### src/rtl/wb_stream_fifo_regs_if.sv
// Bus bundle for wb_stream_fifo_regs: Wishbone register port plus the TX and RX byte streams.
// The slave modport is the register block's view; the master modport is the host/stream-partner view.
interface wb_stream_fifo_regs_if #(
    parameter int WB_ADDR_WIDTH = 32
);
    logic [WB_ADDR_WIDTH-1:0] wb_adr_i;
    logic [31:0]              wb_dat_i;
    logic [31:0]              wb_dat_o;
    logic                     wb_we_i;
    logic                     wb_stb_i;
    logic                     wb_cyc_i;
    logic [3:0]               wb_sel_i;
    logic                     wb_ack_o;
    logic                     wb_err_o;

    logic [7:0]               m_axis_tdata;
    logic                     m_axis_tvalid;
    logic                     m_axis_tready;

    logic [7:0]               s_axis_tdata;
    logic                     s_axis_tvalid;
    logic                     s_axis_tready;

    modport slave (
        input  wb_adr_i, wb_dat_i, wb_we_i, wb_stb_i, wb_cyc_i, wb_sel_i,
        output wb_dat_o, wb_ack_o, wb_err_o,
        output m_axis_tdata, m_axis_tvalid,
        input  m_axis_tready,
        input  s_axis_tdata, s_axis_tvalid,
        output s_axis_tready
    );

    modport master (
        output wb_adr_i, wb_dat_i, wb_we_i, wb_stb_i, wb_cyc_i, wb_sel_i,
        input  wb_dat_o, wb_ack_o, wb_err_o,
        input  m_axis_tdata, m_axis_tvalid,
        output m_axis_tready,
        output s_axis_tdata, s_axis_tvalid,
        input  s_axis_tready
    );
endinterface

### src/rtl/wb_stream_fifo_regs.sv
// Wishbone register block bridging a TX byte FIFO (to m_axis) and an RX byte FIFO (from s_axis),
// with STATUS/CONTROL/SCRATCH registers and single-cycle-latency registered ack/err.
module wb_stream_fifo_regs #(
    parameter int WB_ADDR_WIDTH = 32,
    parameter int FIFO_DEPTH    = 16
) (
    input  logic                 clk,
    input  logic                 rst,
    wb_stream_fifo_regs_if.slave bus
);
    localparam int PW = $clog2(FIFO_DEPTH);
    localparam logic [PW:0] PTR_ONE = (PW+1)'(1);
    localparam logic [1:0] REG_DATA    = 2'd0;
    localparam logic [1:0] REG_STATUS  = 2'd1;
    localparam logic [1:0] REG_CONTROL = 2'd2;
    localparam logic [1:0] REG_SCRATCH = 2'd3;

    logic        ack_reg, ack_next;
    logic        err_reg, err_next;
    logic [31:0] dat_reg, dat_next;
    logic        tx_overflow_reg;
    logic [31:0] scratch_value;

    logic [7:0]  tx_mem [FIFO_DEPTH];
    logic [7:0]  rx_mem [FIFO_DEPTH];
    logic [PW:0] tx_wr_ptr_reg, tx_rd_ptr_reg;
    logic [PW:0] rx_wr_ptr_reg, rx_rd_ptr_reg;

    logic        req, addr_bad, is_err, wr_ok, rd_ok;
    logic [1:0]  reg_sel;
    logic        tx_empty, tx_full, rx_empty, rx_full;
    logic [PW:0] tx_level, rx_level;
    logic [7:0]  rx_head;
    logic        data_wr, ctrl_wr, scratch_wr;
    logic        tx_push, tx_pop, tx_flush, rx_push, rx_pop, rx_flush;
    logic        ovf_set, ovf_clr;
    logic [31:0] status_word;
    logic        unused_adr_lsbs;

    // A request is only taken while no termination is showing, so each access is served exactly once.
    assign req      = bus.wb_cyc_i & bus.wb_stb_i & ~ack_reg & ~err_reg;
    assign reg_sel  = bus.wb_adr_i[3:2];
    assign addr_bad = |bus.wb_adr_i[WB_ADDR_WIDTH-1:4];
    assign is_err   = addr_bad | (bus.wb_we_i & (reg_sel == REG_STATUS));
    assign wr_ok    = req & ~is_err & bus.wb_we_i;
    assign rd_ok    = req & ~is_err & ~bus.wb_we_i;
    assign unused_adr_lsbs = ^bus.wb_adr_i[1:0];

    assign tx_empty = (tx_wr_ptr_reg == tx_rd_ptr_reg);
    assign tx_full  = (tx_wr_ptr_reg[PW] != tx_rd_ptr_reg[PW]) &&
                      (tx_wr_ptr_reg[PW-1:0] == tx_rd_ptr_reg[PW-1:0]);
    assign rx_empty = (rx_wr_ptr_reg == rx_rd_ptr_reg);
    assign rx_full  = (rx_wr_ptr_reg[PW] != rx_rd_ptr_reg[PW]) &&
                      (rx_wr_ptr_reg[PW-1:0] == rx_rd_ptr_reg[PW-1:0]);
    assign tx_level = tx_wr_ptr_reg - tx_rd_ptr_reg;
    assign rx_level = rx_wr_ptr_reg - rx_rd_ptr_reg;
    assign rx_head  = rx_mem[rx_rd_ptr_reg[PW-1:0]];

    assign data_wr    = wr_ok & (reg_sel == REG_DATA) & bus.wb_sel_i[0];
    assign ctrl_wr    = wr_ok & (reg_sel == REG_CONTROL) & bus.wb_sel_i[0];
    assign scratch_wr = wr_ok & (reg_sel == REG_SCRATCH);

    // A full TX FIFO still acks the write; the byte is lost and the overflow flag records it.
    assign tx_push  = data_wr & ~tx_full;
    assign ovf_set  = data_wr & tx_full;
    assign tx_flush = ctrl_wr & bus.wb_dat_i[0];
    assign rx_flush = ctrl_wr & bus.wb_dat_i[1];
    assign ovf_clr  = ctrl_wr & bus.wb_dat_i[2];
    assign tx_pop   = ~tx_empty & bus.m_axis_tready;
    assign rx_push  = bus.s_axis_tvalid & ~rx_full;
    assign rx_pop   = rd_ok & (reg_sel == REG_DATA) & ~rx_empty;

    assign status_word = {8'd0, 8'(rx_level), 8'(tx_level), 3'd0,
                          tx_overflow_reg, rx_full, rx_empty, tx_full, tx_empty};

    assign bus.m_axis_tvalid = ~tx_empty;
    assign bus.m_axis_tdata  = tx_mem[tx_rd_ptr_reg[PW-1:0]];
    assign bus.s_axis_tready = ~rx_full;
    assign bus.wb_ack_o      = ack_reg;
    assign bus.wb_err_o      = err_reg;
    assign bus.wb_dat_o      = dat_reg;

    always_comb begin
        ack_next = 1'b0;
        err_next = 1'b0;
        dat_next = 32'd0;
        if (req) begin
            if (is_err) begin
                err_next = 1'b1;
            end else begin
                ack_next = 1'b1;
                if (!bus.wb_we_i) begin
                    case (reg_sel)
                        REG_DATA:    dat_next = rx_empty ? 32'd0 : {1'b1, 23'd0, rx_head};
                        REG_STATUS:  dat_next = status_word;
                        REG_CONTROL: dat_next = 32'd0;
                        default:     dat_next = scratch_value;
                    endcase
                end
            end
        end
    end

    always_ff @(posedge clk) begin
        if (rst) begin
            ack_reg <= 1'b0;
            err_reg <= 1'b0;
            dat_reg <= 32'd0;
        end else begin
            ack_reg <= ack_next;
            err_reg <= err_next;
            dat_reg <= dat_next;
        end
    end

    always_ff @(posedge clk) begin
        if (rst) begin
            tx_overflow_reg <= 1'b0;
        end else if (ovf_set) begin
            tx_overflow_reg <= 1'b1;
        end else if (ovf_clr) begin
            tx_overflow_reg <= 1'b0;
        end
    end

    // Flush wins over any concurrent push or pop of the same FIFO.
    always_ff @(posedge clk) begin
        if (rst || tx_flush) begin
            tx_wr_ptr_reg <= '0;
            tx_rd_ptr_reg <= '0;
        end else begin
            if (tx_push) tx_wr_ptr_reg <= tx_wr_ptr_reg + PTR_ONE;
            if (tx_pop)  tx_rd_ptr_reg <= tx_rd_ptr_reg + PTR_ONE;
        end
    end

    always_ff @(posedge clk) begin
        if (rst || rx_flush) begin
            rx_wr_ptr_reg <= '0;
            rx_rd_ptr_reg <= '0;
        end else begin
            if (rx_push) rx_wr_ptr_reg <= rx_wr_ptr_reg + PTR_ONE;
            if (rx_pop)  rx_rd_ptr_reg <= rx_rd_ptr_reg + PTR_ONE;
        end
    end

    always_ff @(posedge clk) begin
        if (tx_push) tx_mem[tx_wr_ptr_reg[PW-1:0]] <= bus.wb_dat_i[7:0];
        if (rx_push) rx_mem[rx_wr_ptr_reg[PW-1:0]] <= bus.s_axis_tdata;
    end

    genvar gi;
    generate
        for (gi = 0; gi < 4; gi++) begin : g_scratch
            logic [7:0] byte_reg;
            always_ff @(posedge clk) begin
                if (rst) begin
                    byte_reg <= 8'd0;
                end else if (scratch_wr && bus.wb_sel_i[gi]) begin
                    byte_reg <= bus.wb_dat_i[gi*8 +: 8];
                end
            end
            assign scratch_value[gi*8 +: 8] = byte_reg;
        end
    endgenerate
endmodule
### src/flat_wrapper.sv
// flat-port wrapper written by rule: the top's interface ports become plain ports
module wb_stream_fifo_regs_flat 
#(
    parameter int WB_ADDR_WIDTH = 32,
    parameter int FIFO_DEPTH    = 16
)
  (clk, rst, bus_wb_adr_i, bus_wb_dat_i, bus_wb_we_i, bus_wb_stb_i, bus_wb_cyc_i, bus_wb_sel_i, bus_wb_dat_o, bus_wb_ack_o, bus_wb_err_o, bus_m_axis_tdata, bus_m_axis_tvalid, bus_m_axis_tready, bus_s_axis_tdata, bus_s_axis_tvalid, bus_s_axis_tready);
  wb_stream_fifo_regs_if #(.WB_ADDR_WIDTH(WB_ADDR_WIDTH)) bus_i ();
  input  logic clk;
  input  logic rst;
  input wire logic [$bits(bus_i.wb_adr_i)-1:0] bus_wb_adr_i;
  input wire logic [$bits(bus_i.wb_dat_i)-1:0] bus_wb_dat_i;
  input wire logic [$bits(bus_i.wb_we_i)-1:0] bus_wb_we_i;
  input wire logic [$bits(bus_i.wb_stb_i)-1:0] bus_wb_stb_i;
  input wire logic [$bits(bus_i.wb_cyc_i)-1:0] bus_wb_cyc_i;
  input wire logic [$bits(bus_i.wb_sel_i)-1:0] bus_wb_sel_i;
  output wire logic [$bits(bus_i.wb_dat_o)-1:0] bus_wb_dat_o;
  output wire logic [$bits(bus_i.wb_ack_o)-1:0] bus_wb_ack_o;
  output wire logic [$bits(bus_i.wb_err_o)-1:0] bus_wb_err_o;
  output wire logic [$bits(bus_i.m_axis_tdata)-1:0] bus_m_axis_tdata;
  output wire logic [$bits(bus_i.m_axis_tvalid)-1:0] bus_m_axis_tvalid;
  input wire logic [$bits(bus_i.m_axis_tready)-1:0] bus_m_axis_tready;
  input wire logic [$bits(bus_i.s_axis_tdata)-1:0] bus_s_axis_tdata;
  input wire logic [$bits(bus_i.s_axis_tvalid)-1:0] bus_s_axis_tvalid;
  output wire logic [$bits(bus_i.s_axis_tready)-1:0] bus_s_axis_tready;
  assign bus_i.wb_adr_i = bus_wb_adr_i;
  assign bus_i.wb_dat_i = bus_wb_dat_i;
  assign bus_i.wb_we_i = bus_wb_we_i;
  assign bus_i.wb_stb_i = bus_wb_stb_i;
  assign bus_i.wb_cyc_i = bus_wb_cyc_i;
  assign bus_i.wb_sel_i = bus_wb_sel_i;
  assign bus_wb_dat_o = bus_i.wb_dat_o;
  assign bus_wb_ack_o = bus_i.wb_ack_o;
  assign bus_wb_err_o = bus_i.wb_err_o;
  assign bus_m_axis_tdata = bus_i.m_axis_tdata;
  assign bus_m_axis_tvalid = bus_i.m_axis_tvalid;
  assign bus_i.m_axis_tready = bus_m_axis_tready;
  assign bus_i.s_axis_tdata = bus_s_axis_tdata;
  assign bus_i.s_axis_tvalid = bus_s_axis_tvalid;
  assign bus_s_axis_tready = bus_i.s_axis_tready;
  wb_stream_fifo_regs #(.WB_ADDR_WIDTH(WB_ADDR_WIDTH), .FIFO_DEPTH(FIFO_DEPTH)) u_core (.clk(clk), .rst(rst), .bus(bus_i));
endmodule
### config.mk
export PLATFORM = sky130hd
export DESIGN_NAME = wb_stream_fifo_regs_flat
export DESIGN_NICKNAME = d
export VERILOG_FILES = /design/src/rtl/wb_stream_fifo_regs_if.sv /design/src/rtl/wb_stream_fifo_regs.sv /design/src/flat_wrapper.sv
export SDC_FILE = /design/constraint.sdc
export NUM_CORES = 1
export LEC_CHECK = 0
export ABC_AREA = 1
export CAP_MARGIN = 25
export CORE_ASPECT_RATIO = 0.5
export CORE_MARGIN = 2
export CORE_UTILIZATION = 50
export CTS_BUF_LIST = sky130_fd_sc_hd__clkbuf_8
export CTS_CLUSTER_DIAMETER = 50
export DETAILED_ROUTE_END_ITERATION = 7
export GPL_TIMING_DRIVEN = 0
export PLACE_DENSITY = 0.73
export SETUP_SLACK_MARGIN = 0.5
export SLEW_MARGIN = 10
export SYNTH_ARGS = -nofsm -noshare
export SYNTH_HDL_FRONTEND = slang
export SYNTH_SLANG_ARGS = --single-unit
### constraint.sdc
create_clock -name clk -period 2.45 [get_ports clk]
set_clock_uncertainty 0.2 [all_clocks]
set_input_delay 0.49 -clock clk [delete_from_list [all_inputs] [get_ports clk]]
set_output_delay 0.49 -clock clk [all_outputs]
set_load 0.02 [all_outputs]
Word-level counts from Yosys, hierarchy flattened
Memories as Yosys holds them, arrays and structs flattened. A register that Yosys moved wholly into a read port is not among the register bits. Cells that the tools add are included.

Bits in registers: 87. Memory bits (writable): 256. Bits of input ports: 83. Output and inout port bits: 44. Word-level logic and storage cells: 87. Memories kept: 2.

Memory list: u_core.rx_mem (words 16, bits a word 8, rd ports 1, clocked after memory_dff 1, wr ports 1, RTL line wb_stream_fifo_regs.sv:25) `logic [7:0] rx_mem [FIFO_DEPTH];`; u_core.tx_mem (words 16, bits a word 8, rd ports 1, clocked after memory_dff 1, wr ports 1, RTL line wb_stream_fifo_regs.sv:24) `logic [7:0] tx_mem [FIFO_DEPTH];`.

Add/subtract/negate cells: 6. Equal/unequal tests: 9. Muxes and demuxes: 14. Bitwise gates (word level): 31. Reductions and logical operators: 13.

Operators by type and width (number): $pmux W32 S3 (1); $mux W32 (1); $reduce_or A28 Y1 (1); $and A1 B1 Y1 (21); $add A5 B1 Y5 const B (4); $mux W4 (4); $eq A5 B5 Y1 (2); $sub A5 B5 Y5 (2); $not A1 Y1 (9); $eq A4 B4 Y1 (2); $mux W1 (8); $logic_and A1 B1 Y1 (6); $eq A2 B2 Y1 const B (2); $reduce_or A4 Y1 (1); $eq A2 B1 Y1 const B (1); $logic_not A2 Y1 (1); $logic_or A1 B1 Y1 (2); $ne A1 B1 Y1 (2); $reduce_bool A2 Y1 (1); $reduce_or A2 Y1 (1); $or A1 B1 Y1 (1).

Logic depth before layout (Yosys ltp)
Gate-level depths: netlist (run 1).

Depth in word-level cells: 11. Depth in mapped cells: 13. Gate-level depth less buffers: 12.

Least setup slack after synthesis (run 1)
OpenSTA, ideal clock, no wires.

Path type: register to register. Start: reg u_core.rx_rd_ptr_reg[2]. End: mem u_core.rx_mem[12][0], enable pin. Library setup time: 370 ps. Data arrival time: 1843 ps. Data required time: 1880 ps. Slack: 36 ps. Cell stages (with the launch flop): 10. Buffers on the path: 0. Period minus slack after synthesis: 2414 ps. Path through: dfxtp_1 inv_1 ha_1 nand3_1 nor2_1 nand2_1 nand2_1 inv_1 nand2_1 nor2_1.

Longest elaborated chain between the ends: 6.

Ends and longest elaborated chain: start: declaration (RTL line wb_stream_fifo_regs.sv:27) `logic [PW:0] rx_wr_ptr_reg, rx_rd_ptr_reg;`; start signal: assignment (RTL line wb_stream_fifo_regs.sv:143) `if (rx_pop) rx_rd_ptr_reg <= rx_rd_ptr_reg + PTR_ONE;`; $eq A4 B4 Y1 (RTL line wb_stream_fifo_regs.sv:54) `(rx_wr_ptr_reg[PW-1:0] == rx_rd_ptr_reg[PW-1:0]);`; $logic_and A1 B1 Y1 (RTL line wb_stream_fifo_regs.sv:53) `assign rx_full = (rx_wr_ptr_reg[PW] != rx_rd_ptr_reg[PW]) &&`; $not A1 Y1; via bus_s_axis_tready (RTL line flat_wrapper.sv:25) `output wire logic [$bits(bus_i.s_axis_tready)-1:0] bus_s_axis_tready;`; $and A1 B1 Y1 (RTL line wb_stream_fifo_regs.sv:70) `assign rx_push = bus.s_axis_tvalid & ~rx_full;`; $mux W1 (RTL line wb_stream_fifo_regs.sv:149) `if (rx_push) rx_mem[rx_wr_ptr_reg[PW-1:0]] <= bus.s_axis_tdata;`; $mux W1 (not written as such) (RTL line wb_stream_fifo_regs.sv:149); end: declaration (RTL line wb_stream_fifo_regs.sv:25).

The timed path passes the listed nets, and every way through them passes these cells.

==> reports/results.txt, run 1 <==
clock share of power = 0.398
total CTS buffers = 49
GPL Wtd Cong = 0.912
DRT iter0 DRCs = 996
Largest delay share family, worst path = buffers and inverters
combinational share of power = 0.040
maximum VDD drop = 0.376 mV
total number of vias = 11000
Starting Density = 0.513
failing checks = negative setup slack
Die ar. = 30200 sq um
drt wl/cell = 20.6 um
gr usage total = 0.263
crit path buf inv count = 4
Async S/R FF share, synth = 0
Power Dens Cells = 594 nW/um^2
Hold Slack = 40.8 ps
DRC Markers = 0
yosys warns = 0
type of the most critical hold path = input pin to flop
clock sinks = 351
Worst EP arrival = 2130 ps
Clock Path Buffers = 3
sw frac = 0.224
later-pin clock latency in the skew report = 600 ps
leakage power = 6.72 nW
Slew @ Worst Pin = 864 ps
fillers = 1934
number of synthesized register bits = 351
post-synth top area cell = edfxtp_1
f_max = 354 MHz
Pint = 0.00883 W
Core Region = 28000 sq um
H-Tree Depth = 2
dpl hpwl = 25200 um
I/O pins = 127
EDFF count, synth = 256
Total Power = 0.0114 W
die width = 244 um
CTS tree = built
synthesized area = 14400 sq um
slowest stage delay, CP = 340 ps
vias per cell = 5.60
TNS Setup = -2750 ps
PnR worst setup slack = -375 ps
Synth area leaders = edfxtp_1 54%, dfxtp_1 13%, nor2_1 6.2%
commonest non-fill, non-tap cell in the layout = edfxtp_1
Slew headroom = 0.422
Crit Path Max Fanout = 7
clk slew on worst S/H paths = 70 ps
Nets = 1645
Slew Viols, Final = 0
PortBufs = 123
Synth Flop Type = edfxtp_1
crit path cell chain = buf_8 -> buf_12 -> buf_12 -> mux2i_4 -> o211ai_1 -> o211ai_1 -> nand2_2 -> buf_6
commonest non-fill, non-tap cells in the layout = 256 x edfxtp_1, 201 x nor2_1, 119 x o21ai_0
pin count of the biggest net entering global routing = 19
clk root buf = clkbuf_8
grt total ovfl = 0
slowest stage cell, crit path = dfxtp_2
vias in the first global route = 10900
Reg power frac = 0.562
Area growth, synth to finish = 33.4%
# rows = 43
First-pass DRT Iterations = 5
crit path launch type = flop
crit end category = output pin
initial antenna violation count = 1
Final Cycle Share = 1.15
reported max-cap violation count = 0
Syn Area/Cell = 11.2 sq um
WP data required = 1760 ps
routed wire length = 40500 um
critical path class = flop to output pin
synth unique cells = 38
Setup Viol. Count Final = 8
minimum clock period = 2820 ps
first-pass GRT wire length = 60000 um
share of cells above drive strength 1 = 0.253
RSZ-0062 raised after global routing = true
remaining antenna violation count = 0
Post-Syn Nets = 1387
top cell type's share of synthesized area = 0.535
sw power = 0.00254 W
Seq/Total Area, Yosys = 0.668
outcome = complete, but fails checks
die height = 124 um
final hold viol count = 0
Post-Syn Instances = 1284
-- per-layer routing --
layer | vias to the layer above | GRT usage | share of wire
met1 | 5379 | 0.334 | 0.40
met2 | 504 | 0.452 | 0.50
met5 | - | 0 | 0
met4 | 0 | 0.108 | 0.029
met3 | 98 | 0.0528 | 0.079
li1 | 5021 | - | -
-- worst min-delay path: stages --
cell	delay (ps)
buf_8	100
nand2_1	60
nand2_1	60
o21ai_1	60
inv_1	40
-- cell usage after synthesis, types with 2 or more instances --
library cell	instances
inv_1	89
nor3b_1	2
buf_2	17
o22ai_1	8
nand3_4	5
o21ai_1	5
dfxtp_1	95
a22oi_1	2
o211ai_1	63
nand3_1	37
xnor2_1	3
clkinv_1	2
edfxtp_1	256
nor2_1	239
clkbuf_1	29
mux2i_1	32
buf_1	3
buf_4	6
nand2_1	117
o21ai_0	144
nor2_2	4
a21oi_1	70
nand3_2	2
or2_2	6
nand4_1	5
fa_1	2
ha_1	18
xor2_1	6
nand2_2	2
nor3_1	3
clkinv_4	4
nor3_2	2
-- final timing paths --
path                                                 from                            endpoint  slack (ps)  cells after the start
min                                       bus_wb_adr_i[2]   u_core.bus.wb_dat_o[4]$_SDFF_PP0_          40                      5
min reg2reg  u_core.g_scratch[2].byte_reg[6]$_SDFFE_PP0P_  u_core.bus.wb_dat_o[22]$_SDFF_PP0_         230                      2
max                                                  flop                 bus_m_axis_tdata[1]        -370                      8
max reg2reg          u_core.rx_wr_ptr_reg[2]$_SDFFE_PP0P_      u_core.rx_mem[11][1]$_DFFE_PP_         110                     11
-- kinds of logic after synthesis --
| family | share of synthesized area |
|---|---|
| AOI/OAI and AO/OA | 0.114 |
| xor gates and xnor gates | 0.00549 |
| adders and majority gates | 0.0185 |
| buffers and inverters | 0.0450 |
| DFF | 0.668 |
| muxes | 0.0223 |
| and+or+nand+nor | 0.127 |
-- per-stage QoR --
| step | std cells | worst slack, ps | cell area [sq um] | utilization |
|---|---|---|---|---|
| 2_1_floorplan | 1284 | 229 | 14700 | - |
| 3_3_place_gp | 1789 | -730 | 16400 | 0.588 |
| 3_5_place_dp | 1789 | -775 | 16400 | 0.588 |
| 4_1_cts | 1952 | -377 | 18800 | 0.670 |
| 5_1_grt | 1965 | -441 | 19100 | 0.684 |
| 6_report | 1965 | -375 | 19100 | 0.684 |
-- repair_timing --
item,CTS,global route
setup endpoints to repair,372,350
hold buffers,0,0
gates cloned,3,0
pin swaps,85,47
setup buffers,69,12
gates resized for setup,343,102
-- layout make-up --
class                           instances  area, sq um  area share
Antenna cell                            1         2.50    0.000131
Buffer                                 57          483      0.0252
Clock buffer                           54          743      0.0388
Clock inverter                         37          213      0.0111
Inverter                               96          422      0.0220
Multi-Input combinational cell        780         4970       0.260
Sequential cell                       351         9620       0.503
Tap cell                              382          478      0.0250
Timing Repair Buffer                  207         2210       0.116
-- power groups by stage --
| stage | Clock [W] | Sequential (W) | Combinational [W] |
|---|---|---|---|
| floorplan | 0 | 0.00652 | 0.000137 |
| global placement | 0 | 0.00652 | 0.000373 |
| detailed placement | 0 | 0.00653 | 0.000385 |
| CTS | 0.00452 | 0.00639 | 0.000421 |
| global route | 0.00481 | 0.00639 | 0.000482 |
| finish | 0.00452 | 0.00639 | 0.000453 |
No activity file was read; power rests on OpenSTA's default activity.
==> inputs of run 2 (changes only) <==
--- a/config.mk
+++ b/config.mk
@@ -16,6 +16,7 @@
 export GPL_TIMING_DRIVEN = 0
 export PLACE_DENSITY = 0.73
 export SETUP_SLACK_MARGIN = 0.5
+export SKIP_LAST_GASP = 1
 export SLEW_MARGIN = 10
 export SYNTH_ARGS = -nofsm -noshare
 export SYNTH_HDL_FRONTEND = slang
==> run 2 against run 1 <==
Against the previous run: the flow still finishes with violations (negative setup slack); hold slack is essentially flat; sequential power barely moved; via count rose by 0.54%; setup slack worse by 3.3 ps; fmax is 0.12% lower; global-route usage fell by 0.18 points; power is essentially flat; cell count grew 0.41%; largest cell class unchanged; largest power group unchanged.
==> reports/results.txt, run 2 (synthesis results as in run 1) <==
commonest non-fill, non-tap cells in the layout = 256 x edfxtp_1, 198 x nor2_1, 120 x o21ai_0
Reg area = 9620 sq um
vias per cell = 5.61
maximum VDD drop = 0.365 mV
crit path buf inv count = 4
outcome = complete, but fails checks
initial antenna violation count = 1
Crit Path Max Fanout = 7
Nets = 1653
dpl hpwl = 25200 um
total number of vias = 11100
vias in the first global route = 10800
Power Dens Cells = 590 nW/um^2
drt wl/cell = 21.1 um
Area growth, synth to finish = 34.2%
final core occ = 0.689
Clock Path Buffers = 3
reg-to-reg startpoint = u_core.rx_wr_ptr_reg[0]$_SDFFE_PP0P_
Starting Density = 0.513
Die ar. = 30200 sq um
FF-to-FF End = u_core.rx_mem[7][7]$_DFFE_PP_
commonest non-fill, non-tap cell in the layout = edfxtp_1
multi-input logic area = 5010 sq um
worst reg-to-reg path cell count = 13
clk root buf = clkbuf_8
failing checks = negative setup slack
grt total ovfl = 0
f_max = 354 MHz
Worst Setup EP = bus_m_axis_tdata[1]
crit path launch type = flop
slowest stage cell, crit path = dfxtp_2
type of the most critical hold path = input pin to flop
First-pass DRT Iterations = 6
Slew headroom = 0.441
total CTS buffers = 49
RSZ-0062 raised after global routing = true
leakage power = 6.98 nW
final hold viol count = 0
minimum clock period = 2830 ps
DRC Markers = 0
GPL Wtd Cong = 0.912
pin count of the biggest net entering global routing = 19
hold-fix buffers at CTS = 0
later-pin clock latency in the skew report = 590 ps
Largest delay share family, worst path = buffers and inverters
gr usage total = 0.262
Hold Slack = 40.9 ps
Total Power = 0.0114 W
Slew Viols, Final = 0
TNS Setup = -2770 ps
DRT iter0 DRCs = 1180
Critical Path Stages = 8
PnR worst setup slack = -378 ps
share of cells above drive strength 1 = 0.262
die width = 244 um
Final Cycle Share = 1.15
# rows = 43
PortBufs = 123
die height = 124 um
fillers = 1903
H-Tree Depth = 2
first-pass GRT wire length = 59700 um
clk slew on worst S/H paths = 70 ps
CTS tree = built
reg2reg setup slack = 100 ps
slowest stage delay, CP = 340 ps
Slew @ Worst Pin = 836 ps
Worst EP arrival = 2140 ps
Setup Viol. Count Final = 8
crit end category = output pin
clock sinks = 351
reported max-cap violation count = 0
crit path cell chain = buf_8 -> buf_12 -> buf_12 -> mux2i_4 -> o211ai_1 -> o211ai_1 -> nand2_2 -> buf_6
I/O pins = 127
Core Region = 28000 sq um
WP data required = 1760 ps
routed wire length = 41700 um
critical path class = flop to output pin
remaining antenna violation count = 0
run 2: through the flow:
step | area (sq um) | worst slack [ps] | std cells
2_1_floorplan | 14700 | 229 | 1284
3_3_place_gp | 16400 | -730 | 1789
4_1_cts | 18700 | -377 | 1952
5_1_grt | 19300 | -457 | 1973
3_5_place_dp | 16400 | -775 | 1789
6_report | 19300 | -378 | 1973
run 2: report_power, final:
| group | internal, W | switching (W) | total [W] |
|---|---|---|---|
| sequential | 0.00638 | 0.00000858 | 0.00639 |
| combinational | 0.000191 | 0.000265 | 0.000456 |
| clock | 0.00225 | 0.00226 | 0.00451 |
| total | 0.00883 | 0.00253 | 0.0114 |
run 2: tightest hold or removal path, stage by stage:
cell	delay, ps
buf_8	100
nand2_1	60
nand2_1	60
o21ai_1	60
inv_1	40
run 2: worst min-delay path by stage:
| stage | from | end | slack, ps | cells after the start |
|---|---|---|---|---|
| after floorplan | u_core.g_scratch[1].byte_reg[5]$_SDFFE_PP0P_ | u_core.bus.wb_dat_o[13]$_SDFF_PP0_ | 220 | 2 |
| after global placement | u_core.g_scratch[3].byte_reg[5]$_SDFFE_PP0P_ | u_core.bus.wb_dat_o[29]$_SDFF_PP0_ | 230 | 2 |
| after detailed placement | u_core.g_scratch[3].byte_reg[4]$_SDFFE_PP0P_ | u_core.bus.wb_dat_o[28]$_SDFF_PP0_ | 230 | 2 |
| after CTS | bus_wb_adr_i[2] | u_core.bus.wb_dat_o[4]$_SDFF_PP0_ | 10 | 5 |
| after global routing | bus_wb_adr_i[2] | u_core.bus.wb_dat_o[4]$_SDFF_PP0_ | 90 | 5 |
| final | bus_wb_adr_i[2] | u_core.bus.wb_dat_o[4]$_SDFF_PP0_ | 40 | 5 |
run 2: metal layers:
layer | wire length [um] | share of wire | vias to the layer above | global-route usage
met5 | 0 | 0 | - | 0
met4 | 1220 | 0.029 | 0 | 0.0926
met3 | 3400 | 0.081 | 108 | 0.0511
met2 | 20800 | 0.50 | 548 | 0.456
met1 | 16300 | 0.39 | 5360 | 0.332
li1 | - | - | 5045 | -
run 2: final cells by class:
class / count / share of cell area
flip-flops and latches: 351 / 0.499
multi-input cells: 781 / 0.260
repair buffers: 214 / 0.120
clock buffers: 54 / 0.0386
well taps: 382 / 0.0248
plain buffers: 57 / 0.0240
inverters: 96 / 0.0219
clock inverters: 37 / 0.0110
diodes: 1 / 0.000130
run 2: what timing repair did:
action,CTS,global route
setup buffers,69,18
cloned,3,2
endpoints found under the setup margin,372,360
pin swaps,77,72
gates resized for setup,290,154
hold endpoints to repair,0,0
==> inputs of run 3 (changes only) <==
==> constraint.sdc (replaced) <==
create_clock -name clk -period 2.45 [get_ports clk]
set_clock_uncertainty 0.2 [all_clocks]
set_input_delay 0.49 -clock clk [delete_from_list [all_inputs] [get_ports clk]]
set_output_delay 0.49 -clock clk [all_outputs]
set_load 0.1 [all_outputs]
==> run 3 against run 2 <==
Against the previous run: the flow still finishes with violations (negative setup slack); cell count fell by 0.61%; largest power group unchanged; critical path depth did not move; fmax fell by 4.5%; clock power fell by 9.5%; non-clock buffer count fell by 9; setup slack got worse by 130 ps; sequential share of layout area fell by 0.31 points; highest routed layer unchanged; register-to-register slack got worse by 170 ps; die area did not move; sequential power barely moved.
==> reports/results.txt, run 3 (synthesis results as in run 1) <==
vias in the first global route = 10500
final hold viol count = 0
commonest non-fill, non-tap cell in the layout = edfxtp_1
initial antenna violation count = 0
worst reg-to-reg path cell count = 13
Die ar. = 30200 sq um
dpl hpwl = 25700 um
routed wire length = 40900 um
final core occ = 0.694
reported max-cap violation count = 0
CTS tree = built
Setup Viol. Count Final = 93
Post-Place Cell Area = 16700 sq um
clk slew on worst S/H paths = 70 ps
Slew headroom = 0.342
post-route design area = 19400 sq um
I/O pins = 127
critical path class = flop to output pin
grt total ovfl = 0
WP data required = 1760 ps
Area growth, synth to finish = 35.2%
vias per cell = 5.60
TNS Setup = -7810 ps
maximum VDD drop = 0.456 mV
PnR worst setup slack = -513 ps
outcome = complete, but fails checks
share of cells above drive strength 1 = 0.280
Final Cycle Share = 1.21
Clock Path Buffers = 3
Slew Viols, Final = 0
clock sinks = 351
GPL Wtd Cong = 0.912
clock share of power = 0.373
DP Worst Slack = -1040 ps
total CTS buffers = 48
leakage power = 6.95 nW
crit path launch type = flop
PortBufs = 123
Starting Density = 0.513
Reg power frac = 0.584
Nets = 1644
combinational share of power = 0.044
die width = 244 um
pin count of the biggest net entering global routing = 19
commonest non-fill, non-tap cells in the layout = 256 x edfxtp_1, 195 x nor2_1, 101 x o21ai_0
Core Region = 28000 sq um
Total Power = 0.0109 W
worst hold stages = 4
hold-fix buffers at CTS = 0
clk root buf = clkbuf_8
type of the most critical hold path = input pin to flop
die height = 124 um
sw power = 0.00249 W
First-pass DRT Iterations = 6
RSZ-0062 raised after global routing = true
DRT iter0 DRCs = 1174
Crit Path Max Fanout = 10
Power Dens Cells = 564 nW/um^2
failing checks = negative setup slack
total number of vias = 11000
Ant. Diodes = 0
drt wl/cell = 20.9 um
crit end category = output pin
gr usage total = 0.255
Worst EP arrival = 2270 ps
first-pass GRT wire length = 57800 um
# rows = 43
sw frac = 0.227
f_max = 338 MHz
remaining antenna violation count = 0
Slew @ Worst Pin = 984 ps
DRC Markers = 0
later-pin clock latency in the skew report = 610 ps
minimum clock period = 2960 ps
Pint = 0.00845 W
fillers = 1921
H-Tree Depth = 2
-- run 3: what timing repair did --
item                                    4_1_cts  5_1_grt
pin swaps                                    36       93
endpoints found under the setup margin      352      340
buffers inserted                             31       47
gates cloned                                  3        3
hold endpoints to repair                      0        0
resized for setup                           373      226
-- run 3: critical path, cell delays in order (launching register included) --
cell,delay [ps]
dfxtp_2,350
buf_8,150
buf_12,150
buf_6,200
mux2i_1,280
o211ai_1,130
nand3_1,160
nand2_4,70
buf_12,180
-- run 3: path summary, 6_finish.rpt --
check,startpoint,to,slack [ps]
hold / removal,bus_wb_adr_i[2],u_core.tx_overflow_reg$_SDFFE_PP0P_,20
hold reg to reg,u_core.g_scratch[3].byte_reg[5]$_SDFFE_PP0P_,u_core.bus.wb_dat_o[29]$_SDFF_PP0_,240
setup / recovery,flop,bus_m_axis_tdata[0],-510
setup reg to reg,u_core.tx_rd_ptr_reg[3]$_SDFFE_PP0P_,u_core.tx_mem[14][2]$_DFFE_PP_,-70
-- run 3: final cells by class --
| type | count | area (sq um) | area share |
|---|---|---|---|
| well taps | 382 | 478 | 0.0246 |
| flip-flops and latches | 351 | 9630 | 0.496 |
| repair buffers | 205 | 2370 | 0.122 |
| plain buffers | 57 | 499 | 0.0257 |
| inverters | 96 | 439 | 0.0226 |
| clock inverters | 39 | 165 | 0.00851 |
| clock buffers | 49 | 674 | 0.0347 |
| multi-input cells | 782 | 5160 | 0.266 |
-- run 3: power groups by stage --
stage | Sequential, W | Combinational, W | Clock [W]
after floorplan | 0.00653 | 0.000148 | 0
after global placement | 0.00653 | 0.000395 | 0
after detailed placement | 0.00653 | 0.000405 | 0
after CTS | 0.00639 | 0.000412 | 0.00410
after global routing | 0.00639 | 0.000507 | 0.00439
final | 0.00639 | 0.000477 | 0.00408
-- run 3: per-layer routing --
layer,GRT usage,share of wire
met5,0,0
met4,0.0979,0.028
met3,0.0547,0.077
met2,0.442,0.51
met1,0.318,0.39
-- run 3: stage by stage --
stage	cells	hold slack, ps
final	1961	20.1
after floorplan	1284	224
after CTS	1911	13.1
after detailed placement	1789	238
after global routing	1961	14.4
after global placement	1789	234
